### src/rtl/eth_rx_link_mux.sv
// Forwards the RX frame stream of either the 10G or the 1G link to one output stream.
// Preference for 10G is re-evaluated only between frames.
module eth_rx_link_mux #(
    parameter int CTR_WIDTH = 16
) (
    input  logic                 clk,
    input  logic                 rst,
    input  logic                 baser_up,
    input  logic                 baset_up,
    input  logic                 r_start,
    input  logic                 r_data_valid,
    input  logic [2:0]           r_bytes_valid,
    input  logic [31:0]          r_data,
    input  logic                 r_commit,
    input  logic                 r_drop,
    input  logic                 t_start,
    input  logic                 t_data_valid,
    input  logic [2:0]           t_bytes_valid,
    input  logic [31:0]          t_data,
    input  logic                 t_commit,
    input  logic                 t_drop,
    output logic                 out_start,
    output logic                 out_data_valid,
    output logic [2:0]           out_bytes_valid,
    output logic [31:0]          out_data,
    output logic                 out_commit,
    output logic                 out_drop,
    output logic [1:0]           link_sel,
    output logic [CTR_WIDTH-1:0] frames_fwd,
    output logic [CTR_WIDTH-1:0] frames_abort
);

    typedef enum logic [1:0] {
        IDLE    = 2'd0,
        FRAME_R = 2'd1,
        FRAME_T = 2'd2
    } state_t;

    localparam logic [1:0] SEL_NONE = 2'b00;
    localparam logic [1:0] SEL_1G   = 2'b01;
    localparam logic [1:0] SEL_10G  = 2'b10;

    localparam logic [CTR_WIDTH-1:0] CTR_MAX = {CTR_WIDTH{1'b1}};
    localparam logic [CTR_WIDTH-1:0] CTR_ONE = {{(CTR_WIDTH-1){1'b0}}, 1'b1};

    state_t                 state_q, state_d;
    logic [1:0]             link_sel_q, link_sel_d;
    logic                   out_start_q, out_start_d;
    logic                   out_data_valid_q, out_data_valid_d;
    logic [2:0]             out_bytes_valid_q, out_bytes_valid_d;
    logic [31:0]            out_data_q, out_data_d;
    logic                   out_commit_q, out_commit_d;
    logic                   out_drop_q, out_drop_d;
    logic [CTR_WIDTH-1:0]   frames_fwd_q, frames_fwd_d;
    logic [CTR_WIDTH-1:0]   frames_abort_q, frames_abort_d;

    logic [1:0]             sel;
    logic                   f_start;
    logic                   f_data_valid;
    logic [2:0]             f_bytes_valid;
    logic [31:0]            f_data;
    logic                   f_commit;
    logic                   f_drop;
    logic                   f_up;
    logic                   inc_fwd;
    logic                   inc_abort;

    always_comb begin
        if (baser_up) begin
            sel = SEL_10G;
        end else if (baset_up) begin
            sel = SEL_1G;
        end else begin
            sel = SEL_NONE;
        end
    end

    // View of whichever link owns the frame in progress.
    always_comb begin
        f_start       = r_start;
        f_data_valid  = r_data_valid;
        f_bytes_valid = r_bytes_valid;
        f_data        = r_data;
        f_commit      = r_commit;
        f_drop        = r_drop;
        f_up          = baser_up;
        if (state_q == FRAME_T) begin
            f_start       = t_start;
            f_data_valid  = t_data_valid;
            f_bytes_valid = t_bytes_valid;
            f_data        = t_data;
            f_commit      = t_commit;
            f_drop        = t_drop;
            f_up          = baset_up;
        end
    end

    always_comb begin
        state_d           = state_q;
        link_sel_d        = link_sel_q;
        out_start_d       = 1'b0;
        out_data_valid_d  = 1'b0;
        out_bytes_valid_d = 3'd0;
        out_data_d        = 32'd0;
        out_commit_d      = 1'b0;
        out_drop_d        = 1'b0;
        inc_fwd           = 1'b0;
        inc_abort         = 1'b0;

        case (state_q)
            IDLE: begin
                link_sel_d = sel;
                if (sel == SEL_10G && r_start) begin
                    state_d     = FRAME_R;
                    out_start_d = 1'b1;
                end else if (sel == SEL_1G && t_start) begin
                    state_d     = FRAME_T;
                    out_start_d = 1'b1;
                end
            end
            FRAME_R, FRAME_T: begin
                // Drop and a repeated start beat commit; commit beats link loss.
                if (f_drop || f_start) begin
                    out_drop_d = 1'b1;
                    inc_abort  = 1'b1;
                    state_d    = IDLE;
                end else if (f_commit) begin
                    out_commit_d = 1'b1;
                    inc_fwd      = 1'b1;
                    state_d      = IDLE;
                end else if (!f_up) begin
                    out_drop_d = 1'b1;
                    inc_abort  = 1'b1;
                    state_d    = IDLE;
                end else if (f_data_valid) begin
                    out_data_valid_d  = 1'b1;
                    out_bytes_valid_d = f_bytes_valid;
                    out_data_d        = f_data;
                end
            end
            default: begin
                state_d = IDLE;
            end
        endcase
    end

    always_comb begin
        frames_fwd_d   = frames_fwd_q;
        frames_abort_d = frames_abort_q;
        if (inc_fwd && frames_fwd_q != CTR_MAX) begin
            frames_fwd_d = frames_fwd_q + CTR_ONE;
        end
        if (inc_abort && frames_abort_q != CTR_MAX) begin
            frames_abort_d = frames_abort_q + CTR_ONE;
        end
    end

    always_ff @(posedge clk or posedge rst) begin
        if (rst) begin
            state_q           <= IDLE;
            link_sel_q        <= SEL_NONE;
            out_start_q       <= 1'b0;
            out_data_valid_q  <= 1'b0;
            out_bytes_valid_q <= 3'd0;
            out_data_q        <= 32'd0;
            out_commit_q      <= 1'b0;
            out_drop_q        <= 1'b0;
            frames_fwd_q      <= '0;
            frames_abort_q    <= '0;
        end else begin
            state_q           <= state_d;
            link_sel_q        <= link_sel_d;
            out_start_q       <= out_start_d;
            out_data_valid_q  <= out_data_valid_d;
            out_bytes_valid_q <= out_bytes_valid_d;
            out_data_q        <= out_data_d;
            out_commit_q      <= out_commit_d;
            out_drop_q        <= out_drop_d;
            frames_fwd_q      <= frames_fwd_d;
            frames_abort_q    <= frames_abort_d;
        end
    end

    assign out_start       = out_start_q;
    assign out_data_valid  = out_data_valid_q;
    assign out_bytes_valid = out_bytes_valid_q;
    assign out_data        = out_data_q;
    assign out_commit      = out_commit_q;
    assign out_drop        = out_drop_q;
    assign link_sel        = link_sel_q;
    assign frames_fwd      = frames_fwd_q;
    assign frames_abort    = frames_abort_q;

endmodule
### config.mk
export PLATFORM = sky130hd
export DESIGN_NAME = eth_rx_link_mux
export DESIGN_NICKNAME = d
export VERILOG_FILES = /design/src/rtl/eth_rx_link_mux.sv
export SDC_FILE = /design/constraint.sdc
export NUM_CORES = 1
export LEC_CHECK = 0
export CELL_PAD_IN_SITES_DETAIL_PLACEMENT = 0
export CELL_PAD_IN_SITES_GLOBAL_PLACEMENT = 1
export CORE_UTILIZATION = 32
export DETAILED_ROUTE_END_ITERATION = 6
export PLACE_DENSITY_LB_ADDON = 0.2
export SLEW_MARGIN = 30
export SYNTH_ARGS = -nofsm -noshare
export SYNTH_HDL_FRONTEND = slang
export SYNTH_SLANG_ARGS = --single-unit
### constraint.sdc
create_clock -name clk -period 3.98 [get_ports clk]
set_clock_uncertainty 0.15 [all_clocks]
set_input_delay 1.194 -clock clk [delete_from_list [all_inputs] [get_ports clk]]
set_output_delay 1.194 -clock clk [all_outputs]
set_load 0.05 [all_outputs]
; Word-level counts from Yosys, hierarchy flattened
; Index checks and enable logic that the tools add are counted.
[op_classes]
reduce_logical = 8
div_mod_pow = 0
n_addsub = 2
eq_ne = 8
order_cmp = 0
multipliers = 0
n_shift = 0
n_mux = 40
bitwise_logic = 0
[op_table]
columns = operator, count
row1 = 32-bit two-way mux, 6
row2 = 16-bit by 1-bit adder with 16-bit output (second input constant), 2
row3 = 16-bit != test (second input constant), 2
row4 = 1-bit two-way mux, 21
row5 = 3-bit two-way mux, 6
row6 = 2-bit two-way mux, 6
row7 = 2-bit by 1-bit equality test with 1-bit output (second input constant), 2
row8 = 2-bit equality test (second input constant), 2
row9 = 1-bit logical AND, 4
row10 = 4-bit != test (second input constant), 1
row11 = 2-bit case mux with 2 select lines, 1
row12 = 3-bit != test (second input constant), 1
row13 = 2-bit logical NOT, 1
row14 = 2-bit AND reduction, 1
row15 = 2-bit OR reduction, 1
row16 = 1-bit logical OR, 1
[totals]
romBits = 0
input_bits = 82
out_inout_bits = 73
ramBits = 0
wordCells = 68
register_bits = 75
latch_bits = 0
mem_count = 0

; Longest topological paths before layout
; Gate-level depths: netlist of run 1.
[logic_depth]
depth_word = 7
ltp_mapped = 10
mapped_depth_nobuf = 7

; Worst setup path before layout of run 1
; OpenSTA, ideal clock, no wires.
[synth_path]
path_type = input to register
from = input port t_drop
to = register frames_abort_q[2] (netlist: frames_abort[2])
setup_slack_ns = 1.365
path_stages = 6
n_path_buf = 1
arrival_ns = 2.309
required_ns = 3.675
setup_time_ns = 0.155
path_cell_list = or3b_1 o221ai_2 buf_2 inv_1 a21oi_1 a31oi_1
[synth_between]
elab_chain_len = 5
[synth_rtl]
columns = element, line_no
row1 = from (decl), 21  ; input logic t_drop,
row2 = 1-bit two-way mux, 87  ; if (state_q == FRAME_T) begin
row3 = 1-bit logical OR, 123  ; if (f_drop || f_start) begin
row4 = 1-bit two-way mux, 123
row5 = 1-bit two-way mux, 110  ; case (state_q)
row6 = via inc_abort, 66  ; logic inc_abort;
row7 = 1-bit logical AND, 153  ; if (inc_abort && frames_abort_q != CTR_MAX) begin
row8 = to (signal assigned), 180  ; frames_abort_q <= frames_abort_d;
row9 = to (decl), 55  ; logic [CTR_WIDTH-1:0] frames_abort_q, frames_abort_d;
; The timed path passes the listed nets, and every way through them passes these cells.
; A chain may end at the register's enable or synchronous reset.

; Final worst setup path of run 1
[layout_path]
from = register frames_fwd_q[0] (netlist: frames_fwd[0])
to = output port frames_fwd[0]
[layout_rtl]
columns = element, line_no
row1 = from (decl), 54  ; logic [CTR_WIDTH-1:0] frames_fwd_q, frames_fwd_d;
row2 = from (signal assigned), 179  ; frames_fwd_q <= frames_fwd_d;
row3 = to (decl), 29  ; output logic [CTR_WIDTH-1:0] frames_fwd,
; No word-level cell between the ends.

==> results of run 1 <==
## worst max-delay path by stage
stage / from / end
after floorplan: rst / frames_abort[0]
after global placement: t_start / frames_abort[1]
after detailed placement: t_start / frames_abort[1]
after CTS: frames_fwd[7] / frames_fwd[7]
after global routing: frames_fwd[7] / frames_fwd[7]
final: frames_fwd[0] / frames_fwd[0]
## flip-flops by register name, summed over array words and instances, names as in the netlist
register	flops
out_data	32
frames_abort	16
frames_fwd	16
out_bytes_valid	3
link_sel	2
state_q	2
out_commit	1
out_data_valid	1
out_drop	1
out_start	1
## worst register-to-register path, delay by kind of cell, from the launching register on
family	cells	cell delay, ns
adders and majority gates	1	0.22
DFF	1	0.43
xor gates and xnor gates	1	0.16
buffers and inverters	1	0.27
and+or+nand+nor	3	1.04
## metrics by stage
stage               setup WS (ns)  hold slack (ns)  power (mW)  cells
global placement            0.655            0.331        2.04    587
CTS                         0.930            0.360        2.63    603
finish                      0.947            0.357        2.60    603
detailed placement          0.655            0.347        2.04    587
floorplan                   0.726            0.376        1.68    302
global route                0.871            0.373        2.74    603
## layer usage
layer | vias up | GRT usage | part of all wire
met4 | 0 | 0.0595 | 0.018
li1 | 1386 | - | -
met1 | 1353 | 0.193 | 0.40
met5 | - | 0 | 0
met3 | 11 | 0.0920 | 0.12
met2 | 118 | 0.249 | 0.46
## final cells by class
cell class	count	area, µm²
clock inverter	7	68.8
timing repair buffer	163	1620
inverter	10	37.5
sequential	75	1880
fill	989	5070
multi-input combinational	203	1500
clock buffer	9	124
tap	136	170
## cell usage in the layout, fill, tap and decap left out, types with 5 or more instances in the layout
master,Yosys,layout
clkbuf_8,0,9
nand3_1,10,10
nand2_1,13,13
buf_4,0,8
nor4_1,11,11
clkdlybuf4s50_1,0,154
inv_1,10,9
nand4_1,7,7
a211oi_1,5,5
nor3_1,5,5
mux2i_1,37,37
dfrtp_1,75,75
xor2_1,24,24
nor2_1,40,40
mux2_2,7,7
## power by group
group          leakage [nW]  switching, mW  internal, mW
logic                  1.23          0.630         0.442
clock network        0.0950          0.292         0.287
registers              1.01         0.0942         0.850
total                  2.34           1.02          1.58
## cells by family after synthesis
kind of cell	Yosys count	synth area share
adders and majority gates	4	0.0144
AOI/OAI and AO/OA	21	0.0524
muxes	45	0.132
and+or+nand+nor	108	0.165
xor gates and xnor gates	25	0.0628
buffers and inverters	24	0.0345
DFF	75	0.539
==> out/results.ini, run 1 <==
[cts]
cts_buffer_depth=2
cts_tree=built
cts_buffers=9
cts.sinks=75
cts_hold_buf=0
clkLatencyLatePin_ns=0.35
h-tree-depth=3
path_clk_slew_ns=0.08
post_cts_resized=0
cts_root_buf=clkbuf_8
cts_setup_buffers=0

[die]
design.core.area_mm2=0.0105
rows=37
initial_utilization=0.333
die_area_mm2=0.0113
ios=155
die_h_um=106
die_w_um=106

[worst_hold_path]
hp-class=reg2reg
holdCritStartpoint=frames_abort[11]
whs_endpoint=frames_abort[11]
holdPathStages=1

[synthesis]
synth_nets=388
synth-warning-count=0
yosys.area.top_type_share=0.539
synth-edff-count=0
ys_top_cells_by_count=75 x dfrtp_1, 40 x nor2_1, 37 x mux2i_1
syn_area_per_cell_um2=11.5
syn_inst=302
ys.flop_type=dfrtp_1
synth_most_common_cell=dfrtp_1
async_flop_share=1.00
synth_seq_area_share=0.539
synth_seq_cells=75
synth_cell_type_count=45
yosys.area.top_type=dfrtp_1
synth.cell_area_mm2=0.00348
synth_area_leaders=dfrtp_1 54%, mux2i_1 11%, xor2_1 6.0%

[worst_setup_path]
rr_endpoint=frames_abort[5]
critical_path.top_delay_family=buffers and inverters
worstSetupEndpointType=primary output
reg2reg_slack_ns=1.58
cp.required_ns=2.64
slowest_delay_ns=0.86
reg2reg_depth=6
worstReg2RegStart=frames_abort[0]
crit_buf_inv=1
path_max_fanout=6
critical_path.cell_chain=clkdlybuf4s50_1
criticalPathCategory=reg2out
critical_path.startpoint_type=flip-flop
slowest_stage=clkdlybuf4s50_1
critical_path_depth=1
critPathArrivalTime_ns=1.69

[sta]
fin_crit_sh=0.762
hold_viol=0
tightest_slew_ns=0.810
rsz0062_at_grt=no
final.min_clock_period_ns=3.03
fmax_mhz=330
relSlewSlack=0.458
slew_violations=0
tns_ns=0
setup_viol_count_final=0

[drt]
drc=0
via_per_inst=4.76
ant_nets=0
drt_iter0_drc=77
routed_wl_um=8850
firstDrtPassIters=4
dr_total_vias=2868
avgRoutedWirePerCell_um=14.7

[grt]
grt_max_degree=37
grt_pass1_vias=2778
grt_pass1_wl_um=14200
grt_antenna_before_repair=0
grt-ovfl-total=0
grt_usage=0.164

[finish]
drive_gt1_frac=0.0942
insertedDiodeCount=0
fin_util=0.516
fin_area_mm2=0.00540
area_growth_pct=54.8
fin_nets=548

[power_and_ir_drop]
p_leak_nw=2.34
power.density_mw_per_mm2=481
ir_worst_vdd_mv=0.216

[run]
cap_violations=0

[place]
io_buffers=154
dpl.hpwl_um=6690
gp_congestion=0.747
placed_area_mm2=0.00520

[run_status]
outcome=finished clean

(Power assumes the default switching activity.)
==> inputs of run 2 (changes only) <==
Clock period 3.98 ns to 2.8 ns, I/O delays scaled along.
==> run 2 against run 1 <==
Effect of this change: setup slack worse by 0.83 ns; register-to-register slack worse by 1.0 ns; die area unchanged; non-clock buffer count rose by 5; global-route usage decreased by 0.55 points; total power increased by 51%; via count barely moved; clock power increased by 73%.
==> out/results.ini, run 2 (synthesis gave the netlist of run 1 again) <==
[run_status]
outcome=finished clean  ; unchanged

[drt]
avgRoutedWirePerCell_um=14.1  ; was 14.7 µm
firstDrtPassIters=5  ; was 4
drt_iter0_drc=90  ; was 77
dr_total_vias=2869  ; was 2868
ant_nets=0  ; unchanged
via_per_inst=4.72  ; was 4.76
routed_wl_um=8600  ; was 8850 µm
drc=0  ; unchanged

[worst_setup_path]
critical_path.top_delay_family=buffers and inverters  ; unchanged
crit_buf_inv=1  ; unchanged
slowest_delay_ns=0.86  ; about the same
critPathArrivalTime_ns=1.69  ; about the same
worstSetupEndpointType=primary output  ; unchanged
slowest_stage=clkdlybuf4s50_1  ; unchanged
criticalPathCategory=reg2out  ; unchanged
critical_path.startpoint_type=flip-flop  ; unchanged
critical_path.cell_chain=clkdlybuf4s50_1  ; unchanged
path_max_fanout=7  ; was 6
cp.required_ns=1.81  ; was 2.64 ns

[cts]
cts.sinks=75  ; unchanged
cts_buffers=9  ; unchanged
cts_setup_buffers=0  ; unchanged
path_clk_slew_ns=0.08  ; about the same
cts_buffer_depth=2  ; unchanged
post_cts_resized=0  ; unchanged
h-tree-depth=3  ; unchanged
cts_root_buf=clkbuf_8  ; unchanged
cts_hold_buf=0  ; unchanged
clkLatencyLatePin_ns=0.34  ; was 0.35 ns
cts_tree=built  ; unchanged

[power_and_ir_drop]
pwr-share-seq=0.342  ; was 0.364
power.density_mw_per_mm2=712  ; was 481 mW/mm²
p_leak_nw=2.39  ; was 2.34 nW
internal_power_mw=2.50  ; was 1.58 mW
switching_share=0.364  ; was 0.392
clkPwrFrac=0.255  ; was 0.223
p_comb_frac=0.404  ; was 0.413
ir_worst_vdd_mv=0.320  ; was 0.216 mV
p_switching_mw=1.43  ; was 1.02 mW

[finish]
drive_gt1_frac=0.102  ; was 0.0942
final_common_cell=clkdlybuf4s50_1  ; unchanged
fin_area_mm2=0.00552  ; was 0.00540 mm²
n_fill_cell=974  ; was 989
area_growth_pct=58.3  ; was 54.8%
fin_util=0.527  ; was 0.516
largest_register_ffs=32  ; unchanged
fin_cells=608  ; was 603
insertedDiodeCount=0  ; unchanged
fin_nets=553  ; was 548
most-common-layout-cells=154 x clkdlybuf4s50_1, 75 x dfrtp_1, 40 x nor2_1  ; unchanged

[die]
rows=37  ; unchanged
initial_utilization=0.333  ; unchanged
die_w_um=106  ; unchanged
design.core.area_mm2=0.0105  ; unchanged
die_area_mm2=0.0113  ; unchanged
die_h_um=106  ; unchanged
ios=155  ; unchanged

[grt]
grt_antenna_before_repair=0  ; unchanged
grt-ovfl-total=0  ; unchanged
grt_usage=0.159  ; was 0.164
grt_max_degree=42  ; was 37
grt_pass1_vias=2836  ; was 2778
grt_pass1_wl_um=13700  ; was 14200 µm

[sta]
relSlewSlack=0.565  ; was 0.458
rsz0062_at_grt=no  ; unchanged
fin_crit_sh=0.957
tightest_slew_ns=0.650  ; was 0.810 ns
setup_viol_count_final=0  ; unchanged
slew_violations=0  ; unchanged
final.min_clock_period_ns=2.68
hold_viol=0  ; unchanged
fmax_mhz=373

[place]
dpl.hpwl_um=6580  ; was 6690 µm
dp.cells=592  ; was 587
placed_area_mm2=0.00528  ; was 0.00520 mm²
io_buffers=154  ; unchanged
gp_congestion=0.757  ; was 0.747

[run]
cap_violations=0  ; unchanged

[worst_hold_path]
hp-class=reg2reg  ; unchanged

## run 2: changes by cell type in the layout (fill, tap and decap cells not counted)
cell	change
clkinvlp_4	-1
clkinv_4	-1
clkinv_2	-1
inv_2	-1
buf_12	+3
clkbuf_8	+1
nor3_2	+1
clkbuf_1	+1
buf_4	+2
bufinv_16	+2
nor3_4	-1
## run 2: power groups by stage
| stage | sequential [mW] | combinational (mW) | clock, mW |
|---|---|---|---|
| 2_1_floorplan | 1.72 | 0.665 | 0 |
| 3_3_place_gp | 1.36 | 1.59 | 0 |
| 3_5_place_dp | 1.36 | 1.60 | 0 |
| 4_1_cts | 1.34 | 1.61 | 1.03 |
| 5_1_grt | 1.36 | 1.69 | 1.09 |
| 6_report | 1.34 | 1.58 | 1.00 |
## run 2: worst register-to-register path, delay by kind of cell (launching register included)
family | cells | cell delay (ns)
flops | 1 | 0.38
fa+ha+maj | 1 | 0.28
buf+inv | 2 | 0.28
xor+xnor | 1 | 0.13
simple gates | 1 | 0.22
compound gates | 2 | 0.66
## run 2: final timing paths
| check | to | cells after the start | slack (ns) | startpoint |
|---|---|---|---|---|
| worst max-delay path | frames_fwd[7] | 1 | 0.12 | frames_fwd[7] |
| worst min-delay path | frames_fwd[15] | 1 | 0.34 | frames_fwd[15] |
| worst max register to register | frames_fwd[6] | 7 | 0.57 | state_q[0] |
| worst min register to register | frames_fwd[15] | 1 | 0.34 | frames_fwd[15] |
| max in group asynchronous | frames_abort[0] | 3 | 1.34 | rst |
| min in group asynchronous | frames_fwd[6] | 2 | 0.66 | rst |
## run 2: layout make-up
type                       instances  area, µm²  area share
timing repair buffer             168       1700       0.308
sequential                        75       1880       0.340
multi-input combinational        203       1490       0.270
inverter                          10       41.3     0.00748
clock buffer                      11        141      0.0256
tap                              136        170      0.0308
clock inverter                     5        100      0.0181
## run 2: stage by stage
| step | setup TNS, ns | setup WS [ns] | hold WS [ns] | power [mW] |
|---|---|---|---|---|
| 6_report | 0 | 0.119 | 0.342 | 3.93 |
| 5_1_grt | 0 | 0.0369 | 0.359 | 4.14 |
| 4_1_cts | 0 | 0.0926 | 0.348 | 3.98 |
| 3_5_place_dp | -0.00349 | -0.00349 | 0.337 | 2.96 |
| 3_3_place_gp | 0 | 0.0524 | 0.331 | 2.95 |
| 2_1_floorplan | 0 | 0.480 | 0.376 | 2.39 |
## run 2: routing by layer
layer | vias to the layer above | track usage | wire length [µm]
met5 | - | 0 | 0
met4 | 0 | 0.0625 | 97
met3 | 7 | 0.0773 | 949
met2 | 121 | 0.253 | 4100
met1 | 1345 | 0.182 | 3460
li1 | 1396 | - | -
